$ cat src/rtl/adc_controller_if.sv
// Bus bundle between adc_controller and its surroundings: request/mode inputs,
// the AD7608-style serial ADC pins, and the per-channel word stream.
interface adc_controller_if #(
    parameter int unsigned W_DATA = 18,
    parameter int unsigned W_CHAN = 3
);
    logic                     cstart_in;
    logic [2:0]               os_in;
    logic                     adc_busy_in;
    logic                     adc_data_a_in;
    logic                     adc_data_b_in;
    logic [2:0]               adc_os_out;
    logic                     adc_convst_out;
    logic                     adc_cs_out;
    logic                     adc_sclk_out;
    logic signed [W_DATA-1:0] data_out;
    logic [W_CHAN-1:0]        chan_out;
    logic                     data_valid_out;
    logic                     cycle_done_out;
    logic                     timeout_out;

    modport master (
        input  cstart_in, os_in, adc_busy_in, adc_data_a_in, adc_data_b_in,
        output adc_os_out, adc_convst_out, adc_cs_out, adc_sclk_out,
        output data_out, chan_out, data_valid_out, cycle_done_out, timeout_out
    );

    modport slave (
        output cstart_in, os_in, adc_busy_in, adc_data_a_in, adc_data_b_in,
        input  adc_os_out, adc_convst_out, adc_cs_out, adc_sclk_out,
        input  data_out, chan_out, data_valid_out, cycle_done_out, timeout_out
    );
endinterface

$ cat src/rtl/adc_controller.sv
// Two-line serial ADC controller: convst/busy handshake, dual-line deserialiser,
// and a channel-tagged word stream (A word then B word per word slot).
module adc_controller #(
    parameter int unsigned W_DATA       = 18,
    parameter int unsigned N_CHAN       = 8,
    parameter int unsigned W_CHAN       = 3,
    parameter int unsigned T_CONVST     = 4,
    parameter int unsigned SCLK_HALF    = 2,
    parameter int unsigned BUSY_TIMEOUT = 64
) (
    input  logic             clk_in,
    input  logic             reset_in,
    adc_controller_if.master bus
);

    localparam int unsigned N_HALF = N_CHAN / 2;
    localparam int unsigned W_CNT  = $clog2(T_CONVST + BUSY_TIMEOUT + 1);
    localparam int unsigned W_HALF = $clog2(SCLK_HALF + 1);
    localparam int unsigned W_BIT  = $clog2(W_DATA + 1);

    localparam logic [2:0] ST_IDLE    = 3'd0;
    localparam logic [2:0] ST_CONVST  = 3'd1;
    localparam logic [2:0] ST_WAIT_HI = 3'd2;
    localparam logic [2:0] ST_WAIT_LO = 3'd3;
    localparam logic [2:0] ST_READ    = 3'd4;
    localparam logic [2:0] ST_DONE    = 3'd5;

    logic [2:0]        state,    state_d;
    logic [W_CNT-1:0]  cnt,      cnt_d;
    logic [W_HALF-1:0] half_cnt, half_d;
    logic [W_BIT-1:0]  bit_cnt,  bit_d;
    logic [W_CHAN-1:0] word_cnt, word_d;
    logic [W_DATA-1:0] sr_a,     sr_a_d;
    logic [W_DATA-1:0] sr_b,     sr_b_d;
    logic              emit_b,   emit_b_d;
    logic              convst_q, convst_d;
    logic              cs_q,     cs_d;
    logic              sclk_q,   sclk_d;
    logic [2:0]        os_q,     os_d;
    logic [W_DATA-1:0] data_q,   data_d;
    logic [W_CHAN-1:0] chan_q,   chan_d;
    logic              valid_q,  valid_d;
    logic              done_q,   done_d;
    logic              tmo_q,    tmo_d;

    // Next-state and next-output logic
    always_comb begin
        state_d  = state;
        cnt_d    = cnt;
        half_d   = half_cnt;
        bit_d    = bit_cnt;
        word_d   = word_cnt;
        sr_a_d   = sr_a;
        sr_b_d   = sr_b;
        emit_b_d = 1'b0;
        convst_d = convst_q;
        cs_d     = cs_q;
        sclk_d   = sclk_q;
        os_d     = os_q;
        data_d   = data_q;
        chan_d   = chan_q;
        valid_d  = 1'b0;
        done_d   = 1'b0;
        tmo_d    = tmo_q;

        case (state)
            ST_IDLE: begin
                os_d = bus.os_in;
                if (bus.cstart_in) begin
                    convst_d = 1'b0;
                    cnt_d    = '0;
                    state_d  = ST_CONVST;
                end
            end

            ST_CONVST: begin
                if (cnt == W_CNT'(T_CONVST - 1)) begin
                    convst_d = 1'b1;
                    cnt_d    = '0;
                    state_d  = ST_WAIT_HI;
                end else begin
                    cnt_d = cnt + W_CNT'(1);
                end
            end

            ST_WAIT_HI: begin
                if (bus.adc_busy_in) begin
                    state_d = ST_WAIT_LO;
                end else if (cnt == W_CNT'(BUSY_TIMEOUT - 1)) begin
                    tmo_d   = 1'b1;
                    cnt_d   = '0;
                    state_d = ST_IDLE;
                end else begin
                    cnt_d = cnt + W_CNT'(1);
                end
            end

            ST_WAIT_LO: begin
                if (!bus.adc_busy_in) begin
                    cs_d    = 1'b0;
                    sclk_d  = 1'b0;
                    half_d  = '0;
                    bit_d   = '0;
                    word_d  = '0;
                    state_d = ST_READ;
                end
            end

            ST_READ: begin
                // Second strobe of a word slot: line-B word, which stays stable until the next rise
                if (emit_b) begin
                    data_d  = sr_b;
                    chan_d  = word_cnt + W_CHAN'(N_HALF);
                    valid_d = 1'b1;
                    if (word_cnt == W_CHAN'(N_HALF - 1)) begin
                        state_d = ST_DONE;
                    end else begin
                        word_d = word_cnt + W_CHAN'(1);
                    end
                end

                if (half_cnt == W_HALF'(SCLK_HALF - 1)) begin
                    half_d = '0;
                    sclk_d = ~sclk_q;
                    if (!sclk_q) begin
                        sr_a_d = {sr_a[W_DATA-2:0], bus.adc_data_a_in};
                        sr_b_d = {sr_b[W_DATA-2:0], bus.adc_data_b_in};
                        if (bit_cnt == W_BIT'(W_DATA - 1)) begin
                            bit_d    = '0;
                            data_d   = sr_a_d;
                            chan_d   = word_cnt;
                            valid_d  = 1'b1;
                            emit_b_d = 1'b1;
                        end else begin
                            bit_d = bit_cnt + W_BIT'(1);
                        end
                    end
                end else begin
                    half_d = half_cnt + W_HALF'(1);
                end
            end

            ST_DONE: begin
                cs_d    = 1'b1;
                sclk_d  = 1'b1;
                done_d  = 1'b1;
                state_d = ST_IDLE;
            end

            default: begin
                convst_d = 1'b1;
                cs_d     = 1'b1;
                sclk_d   = 1'b1;
                state_d  = ST_IDLE;
            end
        endcase
    end

    // State and output registers; reset releases the ADC bus immediately
    always_ff @(posedge clk_in or posedge reset_in) begin
        if (reset_in) begin
            state    <= ST_IDLE;
            cnt      <= '0;
            half_cnt <= '0;
            bit_cnt  <= '0;
            word_cnt <= '0;
            sr_a     <= '0;
            sr_b     <= '0;
            emit_b   <= 1'b0;
            convst_q <= 1'b1;
            cs_q     <= 1'b1;
            sclk_q   <= 1'b1;
            os_q     <= '0;
            data_q   <= '0;
            chan_q   <= '0;
            valid_q  <= 1'b0;
            done_q   <= 1'b0;
            tmo_q    <= 1'b0;
        end else begin
            state    <= state_d;
            cnt      <= cnt_d;
            half_cnt <= half_d;
            bit_cnt  <= bit_d;
            word_cnt <= word_d;
            sr_a     <= sr_a_d;
            sr_b     <= sr_b_d;
            emit_b   <= emit_b_d;
            convst_q <= convst_d;
            cs_q     <= cs_d;
            sclk_q   <= sclk_d;
            os_q     <= os_d;
            data_q   <= data_d;
            chan_q   <= chan_d;
            valid_q  <= valid_d;
            done_q   <= done_d;
            tmo_q    <= tmo_d;
        end
    end

    assign bus.adc_os_out     = os_q;
    assign bus.adc_convst_out = convst_q;
    assign bus.adc_cs_out     = cs_q;
    assign bus.adc_sclk_out   = sclk_q;
    assign bus.data_out       = data_q;
    assign bus.chan_out       = chan_q;
    assign bus.data_valid_out = valid_q;
    assign bus.cycle_done_out = done_q;
    assign bus.timeout_out    = tmo_q;

endmodule

$ cat src/flat_wrapper.sv
// flat-port wrapper written by rule: the top's interface ports become plain ports
module adc_controller_flat 
#(
    parameter int unsigned W_DATA       = 18,
    parameter int unsigned N_CHAN       = 8,
    parameter int unsigned W_CHAN       = 3,
    parameter int unsigned T_CONVST     = 4,
    parameter int unsigned SCLK_HALF    = 2,
    parameter int unsigned BUSY_TIMEOUT = 64
)
  (clk_in, reset_in, bus_cstart_in, bus_os_in, bus_adc_busy_in, bus_adc_data_a_in, bus_adc_data_b_in, bus_adc_os_out, bus_adc_convst_out, bus_adc_cs_out, bus_adc_sclk_out, bus_data_out, bus_chan_out, bus_data_valid_out, bus_cycle_done_out, bus_timeout_out);
  adc_controller_if #(.W_DATA(W_DATA), .W_CHAN(W_CHAN)) bus_i ();
  input  logic clk_in;
  input  logic reset_in;
  input wire logic [$bits(bus_i.cstart_in)-1:0] bus_cstart_in;
  input wire logic [$bits(bus_i.os_in)-1:0] bus_os_in;
  input wire logic [$bits(bus_i.adc_busy_in)-1:0] bus_adc_busy_in;
  input wire logic [$bits(bus_i.adc_data_a_in)-1:0] bus_adc_data_a_in;
  input wire logic [$bits(bus_i.adc_data_b_in)-1:0] bus_adc_data_b_in;
  output wire logic [$bits(bus_i.adc_os_out)-1:0] bus_adc_os_out;
  output wire logic [$bits(bus_i.adc_convst_out)-1:0] bus_adc_convst_out;
  output wire logic [$bits(bus_i.adc_cs_out)-1:0] bus_adc_cs_out;
  output wire logic [$bits(bus_i.adc_sclk_out)-1:0] bus_adc_sclk_out;
  output wire logic [$bits(bus_i.data_out)-1:0] bus_data_out;
  output wire logic [$bits(bus_i.chan_out)-1:0] bus_chan_out;
  output wire logic [$bits(bus_i.data_valid_out)-1:0] bus_data_valid_out;
  output wire logic [$bits(bus_i.cycle_done_out)-1:0] bus_cycle_done_out;
  output wire logic [$bits(bus_i.timeout_out)-1:0] bus_timeout_out;
  assign bus_i.cstart_in = bus_cstart_in;
  assign bus_i.os_in = bus_os_in;
  assign bus_i.adc_busy_in = bus_adc_busy_in;
  assign bus_i.adc_data_a_in = bus_adc_data_a_in;
  assign bus_i.adc_data_b_in = bus_adc_data_b_in;
  assign bus_adc_os_out = bus_i.adc_os_out;
  assign bus_adc_convst_out = bus_i.adc_convst_out;
  assign bus_adc_cs_out = bus_i.adc_cs_out;
  assign bus_adc_sclk_out = bus_i.adc_sclk_out;
  assign bus_data_out = bus_i.data_out;
  assign bus_chan_out = bus_i.chan_out;
  assign bus_data_valid_out = bus_i.data_valid_out;
  assign bus_cycle_done_out = bus_i.cycle_done_out;
  assign bus_timeout_out = bus_i.timeout_out;
  adc_controller #(.W_DATA(W_DATA), .N_CHAN(N_CHAN), .W_CHAN(W_CHAN), .T_CONVST(T_CONVST), .SCLK_HALF(SCLK_HALF), .BUSY_TIMEOUT(BUSY_TIMEOUT)) u_core (.clk_in(clk_in), .reset_in(reset_in), .bus(bus_i));
endmodule
$ cat config.mk
export PLATFORM = sky130hd
export DESIGN_NAME = adc_controller_flat
export DESIGN_NICKNAME = d
export VERILOG_FILES = /design/src/rtl/adc_controller_if.sv /design/src/rtl/adc_controller.sv /design/src/flat_wrapper.sv
export SDC_FILE = /design/constraint.sdc
export NUM_CORES = 1
export LEC_CHECK = 0
export CAP_MARGIN = 40
export CELL_PAD_IN_SITES_DETAIL_PLACEMENT = 1
export CELL_PAD_IN_SITES_GLOBAL_PLACEMENT = 2
export CORE_MARGIN = 2
export CORE_UTILIZATION = 30
export CTS_CLUSTER_SIZE = 30
export DETAILED_ROUTE_END_ITERATION = 8
export PLACE_DENSITY = 0.66
export SLEW_MARGIN = 30
export SYNTH_ARGS = -nofsm -noshare
export SYNTH_HDL_FRONTEND = slang
export SYNTH_SLANG_ARGS = --single-unit
$ cat constraint.sdc
create_clock -name clk_in -period 6.3 [get_ports clk_in]
set_input_delay 0.945 -clock clk_in [delete_from_list [all_inputs] [get_ports clk_in]]
set_output_delay 0.945 -clock clk_in [all_outputs]
set_load 0.02 [all_outputs]
==> flow_metrics.env <==
export IMPL_drive_above_1_share_pct=19.69
export IMPL_endpoint_class_of_the_critical_path="flop"
export IMPL_drtIter0Drc=108
export IMPL_clock_insertion_delay_worst_skew_ns=0.34
export IMPL_postCtsHoldBufs=0
export IMPL_yosys_most_used_dff="dfrtp_1"
export IMPL_floorplan_core_area_sq_mm=0.01309
export IMPL_setup_viol_count_final=0
export IMPL_route_detailed_wl_per_inst_um=15.30
export IMPL_post_synthesis_share_of_cell_area_spent_on_full_adders_half_adders_and_majority_gates_pct=1.892
export IMPL_path_cells="nor3b_2, buf_4, nand2_2, buf_16, o21ai_4, mux2_2"
export IMPL_worst_setup_path_start_kind="flop"
export IMPL_tritoncts_num_buffers=9
export IMPL_via_density_per_instance=4.931
export IMPL_synth_seq_area_share_pct=54.34
export IMPL_largest_family_of_logic_cells_by_synthesized_area="simple AND/OR/NAND/NOR gates"
export IMPL_synth_xor_area_share_pct=0.2208
export IMPL_cell_internal_pwr_uw=843.6
export IMPL_worst_slew_pin_slew_ns=0.7709
export IMPL_place_gp_congestion=0.7140
export IMPL_max_cap_violations=0
export IMPL_critPathRequiredTime_ns=6.53
export IMPL_detail_route_drc_violations=0
export IMPL_grt_antenna_before_repair=0
export IMPL_source_of_the_worst_register_to_register_timing_path="u_core.state[2]"
export IMPL_post_synth_and_or_nand_nor_area_fraction_pct=15.20
export IMPL_n_fill_cell=1439
export IMPL_cts_repair_resize_count=0
export IMPL_io_buffers=38
export IMPL_max_clock_skew_ns=0.007989
export IMPL_achievable_frequency_mhz=334.6
export IMPL_synth_edff_count=0
export IMPL_htree_levels=3
export IMPL_critPathMaxStageDelay_ns=0.65
export IMPL_rsz0062_at_grt="false"
export IMPL_sequential_cell_area_sq_mm=0.002156
export IMPL_combinationalPowerShare_pct=2.6
export IMPL_cts_sink_count=86
export IMPL_place_detailed_instances=549
export IMPL_synth_seq_cells=86
export IMPL_clk_pin_slew_worst_paths_ns=0.06
export IMPL_die_y_um=119
export IMPL_critical_path_slowest_cell="dfrtp_1"
export IMPL_synth_cell_area_sq_mm=0.003968
export IMPL_power_density_cell_area_mw_per_mm2=225.8
export IMPL_worstHoldPathType="reg -> reg"
export IMPL_slew_limit_headroom_pct=48.61
export IMPL_postSynthAreaPerCell_sq_um=11.37
export IMPL_areaGrowthSynthToFinish_pct=21.38
export IMPL_status="finished clean"
export IMPL_first_global_vias=3014
export IMPL_synthesis_nets=364
export IMPL_clockRootBuffer="clkbuf_16"
export IMPL_synthesized_area_fraction_occupied_by_ao_oa_aoi_and_oai_cells_pct=13.56
export IMPL_finalCritPeriodShare_pct=47.44
export IMPL_multi_input_comb_area_sq_mm=0.001694
export IMPL_grt_start_max_net_pins=57
export IMPL_floorplan_initialDensity_pct=30.32
export IMPL_cell_rows=42
export IMPL_post_layout_nonfiller_instances=567
export IMPL_worst_path_max_fanout=29
export IMPL_postLayoutCoreUtil_pct=36.80
export IMPL_finalHoldViolations=0
export IMPL_min_path_cells=1
export IMPL_cts_buffer_depth=2
export IMPL_fin_tns_setup_ns=0
export IMPL_power_ir_vdd_worst_mv=0.1732
export IMPL_switchingPower_uw=244.0
export IMPL_grt_first_pass_wirelength_mm=14.93
export IMPL_r2r_worst_path_cells=6
export IMPL_synth_distinct_cells=51
export IMPL_yosys_cell_count_top_type="dfrtp_1"
export IMPL_min_delay_worst_endpoint="u_core.bus.timeout_out"
export IMPL_num_nets_final=401
export IMPL_synth_area_mux_share_pct=11.64
export IMPL_detailedRoute_firstPassIterationCount=3
export IMPL_regToRegEndpoint="u_core.bus.chan_out[1]"
export IMPL_die_w_um=119
export IMPL_p_sw_share_pct=22.44
export IMPL_reg2reg_setup_slack_ns=3.31
export IMPL_clock_power_share_pct=44.9
export IMPL_synth_largest_area_cell="dfrtp_1"
export IMPL_final_max_slew_violation_count=0
export IMPL_route_final_wire_length_mm=8.673
export IMPL_globalRoute_totalOverflow=0
export IMPL_total_leakage_power_uw=0.002036
export IMPL_diode_count=0
export IMPL_globalRouteTotalUtil_pct=13.19
export IMPL_dr_total_vias=2796
export IMPL_crit_arrival_ns=3.22
export IMPL_cts_setup_buffers=0
export IMPL_setup_worst_path_class="reg -> reg"
export IMPL_synth_top_area_share_pct=52.35
export IMPL_synth_async_sr_flop_share_pct=100.0
export IMPL_ys_warn_count=0
export IMPL_cts_tree="done"
export IMPL_finalInstanceArea_sq_mm=0.004816
export IMPL_finalWorstPathRequiredPeriod_ns=2.989
export IMPL_synth_area_top_cells="dfrtp_1, mux2_2, nor3b_1"
export IMPL_ios=39
export IMPL_design_die_area_sq_mm=0.01416
export IMPL_final_antenna_net_count=0
export IMPL_hold_path_startpoint="u_core.bus.timeout_out"
export IMPL_synth_top_cells_by_count="dfrtp_1, mux2_2, nor2_1"
export IMPL_dpl_instance_area_sq_mm=0.004532
export IMPL_syn_instance_count=349
export IMPL_share_seq_of_total_power_pct=52.5
export IMPL_place_detailed_hpwl_mm=5.692
export IMPL_hold_slack_ns=0.4632
==> flip-flops by register name, indices dropped and copies added, names as in the netlist <==
name,count
u_core.bus.chan_out,3
u_core.bus.cycle_done_out,1
u_core.cnt,7
u_core.bus.adc_convst_out,1
u_core.word_cnt,3
u_core.bus.timeout_out,1
u_core.bus.adc_cs_out,1
u_core.half_cnt,2
u_core.bus.adc_os_out,3
u_core.bus.data_valid_out,1
u_core.sr_b,18
u_core.sr_a,17
u_core.emit_b,1
u_core.bit_cnt,5
u_core.bus.adc_sclk_out,1
u_core.state,3
u_core.bus.data_out,18
==> cells by family (layout without fill, tap and decap cells) <==
kind of cell               after synthesis  in the layout
xor gates and xnor gates                 1              1
adders and majority gates                6              6
buffers and inverters                   27             69
and+or+nand+nor                        104            104
DFF                                     86             86
muxes                                   41             41
AOI/OAI and AO/OA                       84             84
==> worst max path at each step <==
stage          slack, ns       startpoint  cells past startpoint                      to
6_report            3.31  u_core.state[2]                      6  u_core.bus.chan_out[1]
5_1_grt             3.05  u_core.state[2]                      6  u_core.bus.chan_out[1]
4_1_cts             3.23  u_core.state[2]                      6  u_core.bus.chan_out[1]
3_5_place_dp        3.24  u_core.state[2]                      6  u_core.bus.chan_out[1]
3_3_place_gp        2.88  u_core.state[2]                      5  u_core.bus.chan_out[0]
2_1_floorplan       3.14         reset_in                      1       u_core.bit_cnt[0]
==> power by group through the flow <==
stage | logic, uW | clock network [uW] | registers (uW)
5_1_grt | 32.7 | 527 | 573
6_report | 28.3 | 488 | 571
4_1_cts | 30.0 | 509 | 571
3_5_place_dp | 30.1 | 0 | 582
2_1_floorplan | 18.4 | 0 | 579
3_3_place_gp | 29.4 | 0 | 581
==> worst max-delay path, delay by kind of cell (launching register included) <==
kind	cells	cell delay [ns]
buffers and inverters	2	0.62
AO/OA/AOI/OAI	1	0.57
flip-flops	1	0.65
AND/OR/NAND/NOR	2	0.62
multiplexers	1	0.41
==> metrics by stage <==
step / worst slack, ns / power, uW
2_1_floorplan: 3.138 / 596.9
3_3_place_gp: 2.876 / 610.6
3_5_place_dp: 3.239 / 611.6
4_1_cts: 3.233 / 1111
5_1_grt: 3.054 / 1133
6_report: 3.311 / 1088
==> cells in the final DEF (no fill, tap or decap), drive strengths merged, types with 2 or more instances in the layout <==
master,instances
a21oi,13
a22o,2
and3,2
buf,5
clkbuf,11
clkdlybuf4s50,38
clkinv,4
dfrtp,83
dfstp,3
ha,6
inv,10
mux2,41
nand2,20
nand2b,6
nand3,7
nand4bb,2
nor2,30
nor2b,2
nor3,8
nor3b,20
o21a,18
o21ai,34
o31ai,4
o32ai,2
or3,2
or4,3
==> per-layer routing <==
| metal | part of all wire, % | track usage, % | vias to the layer above |
|---|---|---|---|
| li1 | - | - | 1322 |
| met1 | 46 | 15.76 | 1433 |
| met2 | 50 | 22.81 | 33 |
| met3 | 3.5 | 4.262 | 8 |
| met4 | 1.1 | 3.571 | 0 |
| met5 | 0 | 0 | - |
==> cell type report <==
type                            count  area share [%]
Multi-Input combinational cell    236           35.18
Timing Repair Buffer               43           9.119
Tap cell                          176           4.573
Sequential cell                    86           44.76
Inverter                           10          0.8054
Clock inverter                      5          0.7275
Clock buffer                       11           4.832
(Power assumes the default switching activity.)
